$ cat src/rtl/pe_stream_driver.sv
// rtl/pe_stream_driver.sv - head/count/stream sequencer feeding one MAC processing element
// Define PE_DRV_TIMEOUT_EN to add the WAIT-state watchdog that drives err.
module pe_stream_driver #(
   parameter int DATA_W      = 32,
   parameter int CNT_W       = 10,
   parameter int ADDR_W      = 10,
   parameter int TIMEOUT_CYC = 64
) (
   input  logic              clock,
   input  logic              reset,
   input  logic              start,
   input  logic [CNT_W-1:0]  n_len,
   input  logic [DATA_W-1:0] bias,
   input  logic [ADDR_W-1:0] w_base,
   input  logic [ADDR_W-1:0] x_base,
   output logic              mem_rd_en,
   output logic [ADDR_W-1:0] w_addr,
   output logic [ADDR_W-1:0] x_addr,
   input  logic [DATA_W-1:0] w_rdata,
   input  logic [DATA_W-1:0] x_rdata,
   output logic              pe_head,
   output logic [DATA_W-1:0] pe_w,
   output logic [DATA_W-1:0] pe_x_in,
   output logic [DATA_W-1:0] pe_b,
   output logic [CNT_W-1:0]  pe_count,
   input  logic [DATA_W-1:0] pe_result,
   input  logic              pe_done,
   output logic [DATA_W-1:0] result,
   output logic              result_valid,
   output logic              busy,
   output logic              err
);
   typedef enum logic [2:0] {S_IDLE, S_LOAD, S_HEAD, S_STREAM, S_WAIT, S_RESULT} state_t;

   localparam logic [CNT_W-1:0]  C_ONE = 1;
   localparam logic [CNT_W:0]    C_TWO = 2;
   localparam logic [ADDR_W-1:0] A_ONE = 1;
   localparam logic [ADDR_W-1:0] A_TWO = 2;

   state_t            state_q, state_d;
   logic [CNT_W-1:0]  n_q, k_q;
   logic [CNT_W:0]    k_plus2;
   logic [DATA_W-1:0] bias_q, w_q, x_q, result_q;
   logic [ADDR_W-1:0] w_base_q, x_base_q, rd_idx;
   logic              done_seen_q, done_hit, timeout_hit;

   assign k_plus2 = {1'b0, k_q} + C_TWO;

   // The PE clears its stale done flag on the header edge, so done only counts from element 1 on.
   assign done_hit = pe_done && !done_seen_q &&
                     ((state_q == S_STREAM && k_q != '0) || state_q == S_WAIT);

   always_comb begin
      state_d   = state_q;
      mem_rd_en = 1'b0;
      rd_idx    = '0;
      pe_head   = 1'b0;
      pe_w      = '0;
      pe_x_in   = '0;
      pe_count  = '0;
      case (state_q)
         S_IDLE: if (start && n_len != '0) state_d = S_LOAD;
         S_LOAD: begin
            mem_rd_en = 1'b1;
            state_d   = S_HEAD;
         end
         S_HEAD: begin
            pe_head   = 1'b1;
            pe_x_in   = DATA_W'(n_q);
            mem_rd_en = (n_q > C_ONE);
            rd_idx    = A_ONE;
            state_d   = S_STREAM;
         end
         S_STREAM: begin
            pe_w      = w_q;
            pe_x_in   = x_q;
            pe_count  = k_q;
            mem_rd_en = (k_plus2 < {1'b0, n_q});
            rd_idx    = ADDR_W'(k_q) + A_TWO;
            if (k_q == n_q - C_ONE) state_d = S_WAIT;
         end
         S_WAIT: begin
            if (done_seen_q || done_hit) state_d = S_RESULT;
            else if (timeout_hit)        state_d = S_RESULT;
         end
         S_RESULT: state_d = S_IDLE;
         default:  state_d = S_IDLE;
      endcase
   end

   always_ff @(posedge clock or posedge reset) begin
      if (reset) begin
         state_q     <= S_IDLE;
         n_q         <= '0;
         k_q         <= '0;
         bias_q      <= '0;
         w_base_q    <= '0;
         x_base_q    <= '0;
         w_q         <= '0;
         x_q         <= '0;
         result_q    <= '0;
         done_seen_q <= 1'b0;
      end else begin
         state_q <= state_d;
         if (state_q == S_IDLE && state_d == S_LOAD) begin
            n_q         <= n_len;
            bias_q      <= bias;
            w_base_q    <= w_base;
            x_base_q    <= x_base;
            done_seen_q <= 1'b0;
         end
         if (state_q == S_HEAD || state_q == S_STREAM) begin
            w_q <= w_rdata;
            x_q <= x_rdata;
         end
         if (state_q == S_HEAD)        k_q <= '0;
         else if (state_q == S_STREAM) k_q <= k_q + C_ONE;
         if (done_hit) begin
            result_q    <= pe_result;
            done_seen_q <= 1'b1;
         end
      end
   end

   assign w_addr       = mem_rd_en ? w_base_q + rd_idx : '0;
   assign x_addr       = mem_rd_en ? x_base_q + rd_idx : '0;
   assign busy         = (state_q != S_IDLE);
   assign pe_b         = busy ? bias_q : '0;
   assign result       = result_q;
   assign result_valid = (state_q == S_RESULT);

`ifdef PE_DRV_TIMEOUT_EN
   localparam int              WD_W    = $clog2(TIMEOUT_CYC + 1);
   localparam logic [WD_W-1:0] WD_LAST = WD_W'(TIMEOUT_CYC - 1);
   localparam logic [WD_W-1:0] WD_ONE  = 1;
   logic [WD_W-1:0] wd_q;
   logic            err_q;

   assign timeout_hit = (state_q == S_WAIT) && !done_seen_q && !pe_done && (wd_q == WD_LAST);

   always_ff @(posedge clock or posedge reset) begin
      if (reset) begin
         wd_q  <= '0;
         err_q <= 1'b0;
      end else begin
         if (state_q != S_WAIT) wd_q <= '0;
         else                   wd_q <= wd_q + WD_ONE;
         if (state_q == S_IDLE) err_q <= 1'b0;
         else if (timeout_hit)  err_q <= 1'b1;
      end
   end

   assign err = err_q && (state_q == S_RESULT);
`else
   assign timeout_hit = 1'b0;
   assign err         = result_valid && (TIMEOUT_CYC < 0);
`endif
endmodule

$ cat config.mk
export PLATFORM = sky130hd
export DESIGN_NAME = pe_stream_driver
export DESIGN_NICKNAME = d
export VERILOG_FILES = /design/src/rtl/pe_stream_driver.sv
export SDC_FILE = /design/constraint.sdc
export NUM_CORES = 1
export LEC_CHECK = 0
export ABC_AREA = 1
export CORE_MARGIN = 10
export CORE_UTILIZATION = 49
export CTS_CLUSTER_SIZE = 30
export DETAILED_ROUTE_END_ITERATION = 6
export GPL_TIMING_DRIVEN = 0
export PLACE_DENSITY = 0.85
export REMOVE_ABC_BUFFERS = 1
export SKIP_LAST_GASP = 1
export SYNTH_ARGS = -nofsm -noshare
export SYNTH_HDL_FRONTEND = slang
export SYNTH_SLANG_ARGS = --single-unit
$ cat constraint.sdc
create_clock -name clock -period 14.4 [get_ports clock]
set_clock_uncertainty 0.2 [all_clocks]
set_input_delay 3.6 -clock clock [delete_from_list [all_inputs] [get_ports clock]]
set_output_delay 3.6 -clock clock [all_outputs]
set_load 0.005 [all_outputs]
-- Yosys cells after proc, flatten, opt, wreduce, memory -nomap -nowiden
Index checks and enable logic that the tools add are counted.
- bits in registers: 172
- output and inout port bits: 163
- input bits: 162
- word-level logic and storage cells: 57
- eq/ne operators: 7
- $lt $le $gt $ge: 2
- muxes and demuxes: 17
- add/sub/neg operators: 6
- reduce and logical (&&, ||, !) cells: 15
- operators by type and width (operator ; count):
    32-bit 2-to-1 mux ; 2
    32-bit case mux with 2 select lines ; 1
    10-bit 2-to-1 mux ; 5
    10-bit adder ; 2
    10-bit case mux with 2 select lines ; 1
    10-bit nonzero test ; 2
    3-bit case mux with 5 select lines ; 1
    10-bit by 2-bit adder with 11-bit output, second input constant ; 1
    11-bit by 10-bit < comparator with 1-bit output ; 1
    10-bit by 1-bit adder with 10-bit output, second input constant ; 1
    10-bit by 2-bit adder with 10-bit output, second input constant ; 1
    10-bit equality test ; 1
    10-bit by 1-bit > comparator with 1-bit output, second input constant ; 1
    10-bit by 1-bit subtractor with 10-bit output, second input constant ; 1
    3-bit 2-to-1 mux ; 3
    3-bit by 1-bit equality test with 1-bit output, second input constant ; 2
    3-bit by 2-bit equality test with 1-bit output, second input constant ; 2
    3-bit equality test, second input constant ; 2
    1-bit logical AND ; 5
    2-bit nonzero test ; 2
    3-bit logical NOT ; 1
    1-bit logical OR ; 3
    1-bit 2-to-1 mux ; 3
    1-bit case mux with 3 select lines ; 1
    other kinds (2) ; 2

-- Logic depth before layout (Yosys ltp)
Gate-level depths: netlist (run 1).
- word-level depth: 11
- gate-level depth with buffers: 19
- depth with buffers taken out: 18

-- Worst setup path before layout (run 1)
OpenSTA, ideal clock, no wires.
- path kind: reg2out
- start: reg state_q[0]
- end: out x_addr[7]
- cell stages (with the launch flop): 17
- arrival: 2.402 ns
- path buffers: 2
- setup slack: 8.198 ns
- data required time: 10.600 ns
- path through: dfrtp_1 > inv_1 > nor2_2 > inv_2 > clkbuf_1 > buf_1 > nor2_1 > ha_1 > nand2_1 > nand2_1 > nand2_1 > nand2_1 > a21oi_1 > o21ai_0 > nand2_1 > nand2_1 > a21oi_1
- longest elaborated chain between the ends: 4
- elaborated cells between the ends (all ways): 7
- RTL lines (element ; line ; RTL):
    start, declared ; 40 ; state_t state_q, state_d;
    start signal, assigned ; 104 ; state_q <= state_d;
    3-bit by 2-bit equality test with 1-bit output ; 61 ; case (state_q)
    10-bit case mux with 2 select lines ; 61 ;
    10-bit adder ; 126 ; assign x_addr = mem_rd_en ? x_base_q + rd_idx : '0;
    10-bit 2-to-1 mux (*) ; 126 ;
    end, declared ; 18 ; output logic [ADDR_W-1:0] x_addr,
Mark *: on every way between the ends. The rest lies on a longest branch, timed or not.

-- Final worst setup path (run 1)
- start: reg state_q[2]
- end: out x_addr[9]
Same word-level chain as after synthesis.

==> results by group, run 1 <==
Outcome
  – Status: finished clean

Worst setup path
  – Crit-path slowest cell: nor2_2
  – Critical path class: register to primary output
  – Setup crit start kind: register
  – CP peak stage delay: 0.64 ns
  – Crit path buffers/inverters: 4
  – Endpoint type of the worst setup path: primary output
  – CP required: 10.60 ns
  – Critical path cell sequence: inv_2 -> nand2_2 -> nor2_2 -> inv_4 -> nor3_1 -> ha_1 -> nand2_1 -> nor2_1 -> nor2_1 -> nand2_1 -> nor2_1 -> inv_1 -> nand2_1 -> nand2_1 -> a21oi_1 -> clkdlybuf4s50_1
  – CP top delay family: simple AND/OR/NAND/NOR gates
  – CP most frequent cell: nand2_1
  – Arrival time worst endpoint: 4.53 ns
  – Critical path peak fanout: 77

Die
  – Boundary Pins: 325
  – Die ar.: 24600 um2
  – Die Wd: 156.9 um
  – Die Y: 156.9 um
  – Core box area: 18210 um2
  – Starting Density: 50.40%
  – Site Rows: 49

Global route
  – Total GRT Usage: 24.87%
  – Initial antenna violation count: 0
  – GRT overflow: 0
  – Global-route wire length before repair: 48420 um
  – Global-route layer with the greatest usage: met2
  – Routing usage on met3: 9.128%
  – Vias in the first global route: 9158
  – Met2 Track Usage GR: 43.07%
  – Largest net degree at the start of global routing: 107
  – Met1 usage: 27.50%

Synth
  – Register area share after synthesis: 46.90%
  – Number of synthesized flops with an enable pin: 0
  – Cells after Synth: 1244
  – Synthesized area: 9178 um2
  – Mapped Avg Cell Area: 7.377 um2
  – Synth warn: 0
  – Fraction of registers with async set/reset: 100.0%
  – Count leader, synth: nand2_1
  – Post-synth top area share: 46.90%
  – FF+latch count, synth: 172
  – Top post-synthesis cells by count: nand2_1 (377), dfrtp_1 (172), inv_1 (162), nor2_1 (155), o21ai_0 (120)
  – Synth Flop Type: dfrtp_1
  – Synth unique cells: 38
  – Synth top area cells: dfrtp_1 (47%), nand2_1 (15%), inv_1 (6.6%)
  – Dominant cell type by area after synthesis: dfrtp_1

Route
  – Avg WL per Cell: 17.42 um
  – Via-per-instance ratio: 5.096
  – Initial DRC Count: 621
  – Drt pass-1 iters: 5
  – Routed WL: 30890 um
  – DRC: 0
  – ANT nets after route: 0
  – Vias after detailed routing: 9036

Clocking
  – Setup bufs post-CTS: 0
  – Root buf cell: clkbuf_16
  – Num CTS Buffers: 17
  – Cts hold-fix bufs: 0
  – CTS tree: done
  – Max clock buf depth: 2
  – Total number of H-tree levels: 4
  – CTS resizes: 0
  – Clk_lat worst skew: 0.43 ns
  – Register clock-pin slew on the reported worst setup and hold paths: 0.07 ns
  – # clock sinks: 172

Pwr
  – Power share of the sequential group: 29.2%
  – LEAKAGE: 6.383 nW
  – Worst vdd ir: 0.0001047 V
  – Cell Pwr Density: 211.3 nW/um2
  – Net Sw Frac: 40.87%
  – Clock power share: 16.6%
  – Comb pwr share: 54.2%
  – P_int: 1.636 mW
  – Switching power: 1.131 mW

STA
  – Tcrit/Tclk final: 57.85%
  – Final Hold Viols: 0
  – Hold Slack: 0.2693 ns
  – RSZ-0062 raised after global routing: no
  – Setup TNS: 0 ns
  – Max-slew violations: 0
  – Period minus WS final: 8.331 ns
  – Worst Tran Pin Value: 1.048 ns
  – F_max: 120.0 MHz
  – Slew Limit Headroom: 30.08%
  – Final setup viols: 0

Layout
  – Final nets: 1729
  – Antenna Cells: 0
  – Ratio of cells with drive above 1 in the final layout: 3.174%
  – Final core utilization: 71.91%
  – Synth-to-layout area growth: 42.67%

Placed design
  – Final Wtd Congestion: 0.9224
  – Detailed Place HPWL: 23010 um
  – I/O Buffers: 323

Job
  – Max-cap viol count: 0

Hold path
  – Worst min path class: register to register
path summary, 6_finish.rpt:
check                            from          end  slack (ns)  cells past startpoint
setup / recovery           state_q[2]    x_addr[9]        6.07                     16
hold / removal              result[1]    result[1]        0.27                      2
setup reg to reg           state_q[2]   result[25]       10.40                      8
hold reg to reg             result[1]    result[1]        0.27                      2
max in group asynchronous       reset  x_base_q[7]        9.74                      3
min in group asynchronous       reset      x_q[23]        3.44                      2
cell usage in the layout (no fill, tap or decap), types with 17 or more instances in the layout:
| cell type | count |
|---|---|
| nand3_1 | 61 |
| o21ai_0 | 120 |
| dfrtp_1 | 172 |
| nor2_1 | 153 |
| clkdlybuf4s50_1 | 323 |
| a21oi_1 | 35 |
| nand2_1 | 377 |
| inv_1 | 160 |
| clkbuf_16 | 17 |
| ha_1 | 33 |
worst reg2reg max path, cell delays in order, from the launching register on:
cell and delay, ns:
dfrtp_1 0.40, inv_2 0.08, nand2_2 0.19, nor2_2 0.64, inv_4 0.50, o21ai_4 0.90, nand2_2 0.67, nand2_1 0.23
nand2_1 0.08
power groups by stage:
stage               Clock [mW]  Combinational, mW  Sequential, mW
global placement             0               1.46           0.804
detailed placement           0               1.49           0.811
CTS                      0.467               1.51           0.806
global route             0.486               1.66           0.829
floorplan                    0              0.710           0.791
finish                   0.461               1.50           0.807
per-layer routing:
layer,vias up,wire length (um)
met4,0,898
met2,334,15660
met3,58,2853
met1,4210,11470
li1,4434,-
met5,-,0
kinds of logic (layout without fill, tap and decap cells):
logic type | Yosys count | after routing | share of synthesized area [%]
other | 1 | 1 | 0.04086
xor gates and xnor gates | 15 | 15 | 1.432
and+or+nand+nor | 620 | 620 | 26.82
buffers and inverters | 223 | 523 | 9.707
DFF | 172 | 172 | 46.90
adders and majority gates | 35 | 35 | 4.935
AOI/OAI and AO/OA | 178 | 178 | 10.17
metrics by stage:
step / cell area, um2 / power (mW) / worst slack, ns / std cells
6_report: 13090 / 2.767 / 6.069 / 1773
5_1_grt: 13090 / 2.977 / 5.725 / 1773
4_1_cts: 13090 / 2.784 / 6.101 / 1773
3_5_place_dp: 12520 / 2.304 / 6.571 / 1742
3_3_place_gp: 12430 / 2.262 / 3.507 / 1740
2_1_floorplan: 8914 / 1.501 / 5.940 / 1188
registers in the layout, indices dropped and copies added (netlist names):
| name | cells |
|---|---|
| result | 32 |
| x_base_q | 10 |
| n_q | 10 |
| k_q | 10 |
| w_base_q | 10 |
| state_q | 3 |
| w_q | 32 |
| done_seen_q | 1 |
| x_q | 32 |
| bias_q | 32 |
area by class of cell:
class / instances / area [um2]
clock inverters: 14 / 147.6
repair buffers: 325 / 3288
clock buffers: 17 / 425.4
multi-input cells: 849 / 4000
inverters: 167 / 641.9
flip-flops and latches: 172 / 4304
fillers: 1411 / 5115
well taps: 229 / 286.5
No activity file was read; power rests on OpenSTA's default activity.
==> run 2, diff against run 1 <==
--- a/config.mk
+++ b/config.mk
@@ -7,11 +7,11 @@
 export LEC_CHECK = 0
 export ABC_AREA = 1
 export CORE_MARGIN = 10
-export CORE_UTILIZATION = 49
+export CORE_UTILIZATION = 46
 export CTS_CLUSTER_SIZE = 30
 export DETAILED_ROUTE_END_ITERATION = 6
 export GPL_TIMING_DRIVEN = 0
-export PLACE_DENSITY = 0.85
+export PLACE_DENSITY = 0.81
 export REMOVE_ABC_BUFFERS = 1
 export SKIP_LAST_GASP = 1
 export SYNTH_ARGS = -nofsm -noshare
==> constraint.sdc (replaced) <==
create_clock -name clock -period 8.7 [get_ports clock]
set_clock_uncertainty 0.2 [all_clocks]
set_input_delay 2.175 -clock clock [delete_from_list [all_inputs] [get_ports clock]]
set_output_delay 2.175 -clock clock [all_outputs]
set_load 0.005 [all_outputs]
==> run 2 against run 1 <==
  * Critical path type unchanged
  * Non-clock buffer count grew 3
  * First-iteration DRC count fell by 8.4%
  * Die area up 5.7%
  * Via count shrank 0.32%
  * Highest routed layer is now met5
  * Worst hold slack gained 0.0016 ns
  * Combinational power is 65% higher
  * Flip-flop and latch count is the same
  * Register-to-register slack worse by 5.6 ns
  * Core utilization shrank 4.2 points
  * Setup slack worse by 4.6 ns
  * Wire length is 2.0% lower
==> results by group, run 2 (synthesized netlist as in run 1, its figures left out) <==
Placed design
  – Placed Instances: 1781 (was 1742)
  – Pre-CTS setup slack: 2.038 ns (was 6.571 ns)
  – Final Wtd Congestion: 0.8791 (was 0.9224)
  – Dpl cell area: 12610 um2 (was 12520 um2)
  – I/O Buffers: 323 (unchanged)
  – Detailed Place HPWL: 22580 um (was 23010 um)

Pwr
  – LEAKAGE: 6.419 nW (was 6.383 nW)
  – Total power: 4.608 mW (was 2.767 mW)
  – Worst vdd ir: 0.0001636 V (was 0.0001047 V)
  – Cell Pwr Density: 348.3 nW/um2 (was 211.3 nW/um2)

Clocking
  – Root buf cell: clkbuf_16 (unchanged)
  – CTS resizes: 0 (unchanged)
  – CTS tree: done (unchanged)
  – Cts hold-fix bufs: 0 (unchanged)
  – Setup bufs post-CTS: 0 (unchanged)
  – Register clock-pin slew on the reported worst setup and hold paths: 0.08 ns (was 0.07 ns)
  – Total number of H-tree levels: 4 (unchanged)
  – Clk_lat worst skew: 0.43 ns (about the same)
  – # clock sinks: 172 (unchanged)
  – Num CTS Buffers: 17 (unchanged)
  – Max clock buf depth: 2 (unchanged)

Die
  – Boundary Pins: 325 (unchanged)
  – Starting Density: 47.00% (was 50.40%)
  – Die Y: 161.3 um (was 156.9 um)
  – Core box area: 19530 um2 (was 18210 um2)
  – Die Wd: 161.3 um (was 156.9 um)
  – Die ar.: 26000 um2 (was 24600 um2)
  – Site Rows: 51 (was 49)

Route
  – Avg WL per Cell: 16.67 um (was 17.42 um)
  – Via-per-instance ratio: 4.960 (was 5.096)
  – ANT nets after route: 0 (unchanged)
  – Initial DRC Count: 569 (was 621)
  – Drt pass-1 iters: 7 (was 5)
  – Routed WL: 30280 um (was 30890 um)
  – DRC: 0 (unchanged)
  – Vias after detailed routing: 9007 (was 9036)

Worst setup path
  – CP top delay family: simple AND/OR/NAND/NOR gates (unchanged)
  – FF-to-FF setup slack: 4.76 ns (was 10.40 ns)
  – CP most frequent cell: nand2_1 (unchanged)
  – Crit path buffers/inverters: 4 (unchanged)
  – Endpoint type of the worst setup path: primary output (unchanged)
  – WP depth: 16 (unchanged)
  – Critical R2R Capture: result[17] (was result[25])
  – Crit-path slowest cell: nor2_2 (unchanged)
  – Critical path class: register to primary output (unchanged)
  – R2R Path Start: state_q[2] (unchanged)
  – CP peak stage delay: 0.65 ns (was 0.64 ns)
  – Critical path cell sequence: inv_2 -> nand2_2 -> nor2_2 -> inv_2 -> nor3_1 -> ha_1 -> nand2_1 -> nor2_1 -> nor2_1 -> nand2_1 -> nor2_1 -> inv_1 -> nand2_1 -> nand2_1 -> a21oi_1 -> clkdlybuf4s50_1 (was inv_2 -> nand2_2 -> nor2_2 -> inv_4 -> nor3_1 -> ha_1 -> nand2_1 -> nor2_1 -> nor2_1 -> nand2_1 -> nor2_1 -> inv_1 -> nand2_1 -> nand2_1 -> a21oi_1 -> clkdlybuf4s50_1)
  – Crit. Startpoint: state_q[2] (unchanged)
  – CP required: 6.33 ns (was 10.60 ns)
  – Arrival time worst endpoint: 4.81 ns (was 4.53 ns)
  – Critical path peak fanout: 44 (was 77)
  – Setup crit start kind: register (unchanged)
  – Register-to-Register Path Depth: 8 (unchanged)
  – CP endpoint: x_addr[9] (unchanged)

Global route
  – GRT overflow: 0 (unchanged)
  – Largest net degree at the start of global routing: 115 (was 107)
  – Global-route wire length before repair: 48250 um (was 48420 um)
  – Total GRT Usage: 23.00% (was 24.87%)
  – Initial antenna violation count: 4 (was 0)
  – Vias in the first global route: 9077 (was 9158)

Layout
  – Post-layout instance area: 13230 um2 (was 13090 um2)
  – Fin cells: 1816 (was 1773)
  – Commonest non-fill, non-tap cell in the layout: nand2_1 (unchanged)
  – Ratio of cells with drive above 1 in the final layout: 3.359% (was 3.174%)
  – Fillers: 1599 (was 1411)
  – Final nets: 1732 (was 1729)
  – Most frequent cells in the layout: nand2_1 (377), clkdlybuf4s50_1 (323), dfrtp_1 (172), inv_1 (160), nor2_1 (153) (unchanged)
  – Synth-to-layout area growth: 44.14% (was 42.67%)

STA
  – Max-slew violations: 0 (unchanged)
  – Worst Tran Pin Value: 1.044 ns (was 1.048 ns)
  – Tcrit/Tclk final: 82.59%
  – F_max: 139.2 MHz
  – Slew Limit Headroom: 30.32% (was 30.08%)
  – Final setup viols: 0 (unchanged)
  – Period minus WS final: 7.185 ns
  – RSZ-0062 raised after global routing: no (unchanged)
  – Setup TNS: 0 ns (unchanged)
  – Final Hold Viols: 0 (unchanged)
  – PnR worst setup slack: 1.515 ns (was 6.069 ns)

Job
  – Max-cap viol count: 0 (unchanged)

Hold path
  – Worst min path class: register to register (unchanged)

Outcome
  – Status: finished clean (unchanged)
[run 2: cell count changes in the layout (fill, tap and decap cells not counted), sizes merged]
cell	previous run	this run
buf	2	5
diode	0	3
inv	176	174
bufinv	1	2
clkbuf	17	18
clkinvlp	2	3
[run 2: worst min-delay path by stage]
stage / start / end / slack (ns) / cells past startpoint
2_1_floorplan: x_q[3] / x_q[3] / 0.25 / 2
3_3_place_gp: result[25] / result[25] / 0.25 / 2
3_5_place_dp: result[7] / result[7] / 0.26 / 2
4_1_cts: result[25] / result[25] / 0.28 / 2
5_1_grt: result[29] / result[29] / 0.30 / 2
6_report: result[7] / result[7] / 0.27 / 2
[run 2: area by class of cell]
type	instances	area [um2]	area share (%)
diodes	3	7.507	0.05675
repair buffers	328	3351	25.33
clock buffers	18	429.2	3.244
inverters	167	639.4	4.833
flip-flops and latches	172	4304	32.54
clock inverters	14	178.9	1.353
well taps	265	331.6	2.506
multi-input cells	849	3988	30.14
[run 2: per-stage QoR]
stage          hold slack, ns  util, %
4_1_cts                0.2758    67.70
6_report               0.2709    67.75
3_3_place_gp           0.2531    63.90
3_5_place_dp           0.2575    64.58
2_1_floorplan          0.2492        -
5_1_grt                0.3008    67.74
[run 2: power by group]
group,total (mW),switching [mW],internal (mW),leakage [nW]
sequential,1.33,0.166,1.16,2.12
combinational,2.48,1.31,1.17,4.01
clock,0.799,0.362,0.437,0.288
[run 2: worst min-delay path, stage by stage (launching register included)]
cell     delay, ns
dfrtp_1       0.35
nand2_1       0.05
nand2_1       0.04
[run 2: routing by layer]
layer / share of wire, % / wire [um] / global-route usage, % / vias up
met5: 0.11 / 32 / 0 / -
met1: 39 / 11680 / 25.68 / 4185
met3: 8.2 / 2489 / 7.550 / 61
met2: 50 / 15170 / 39.77 / 321
met4: 3.0 / 912 / 9.057 / 4
li1: - / - / - / 4436
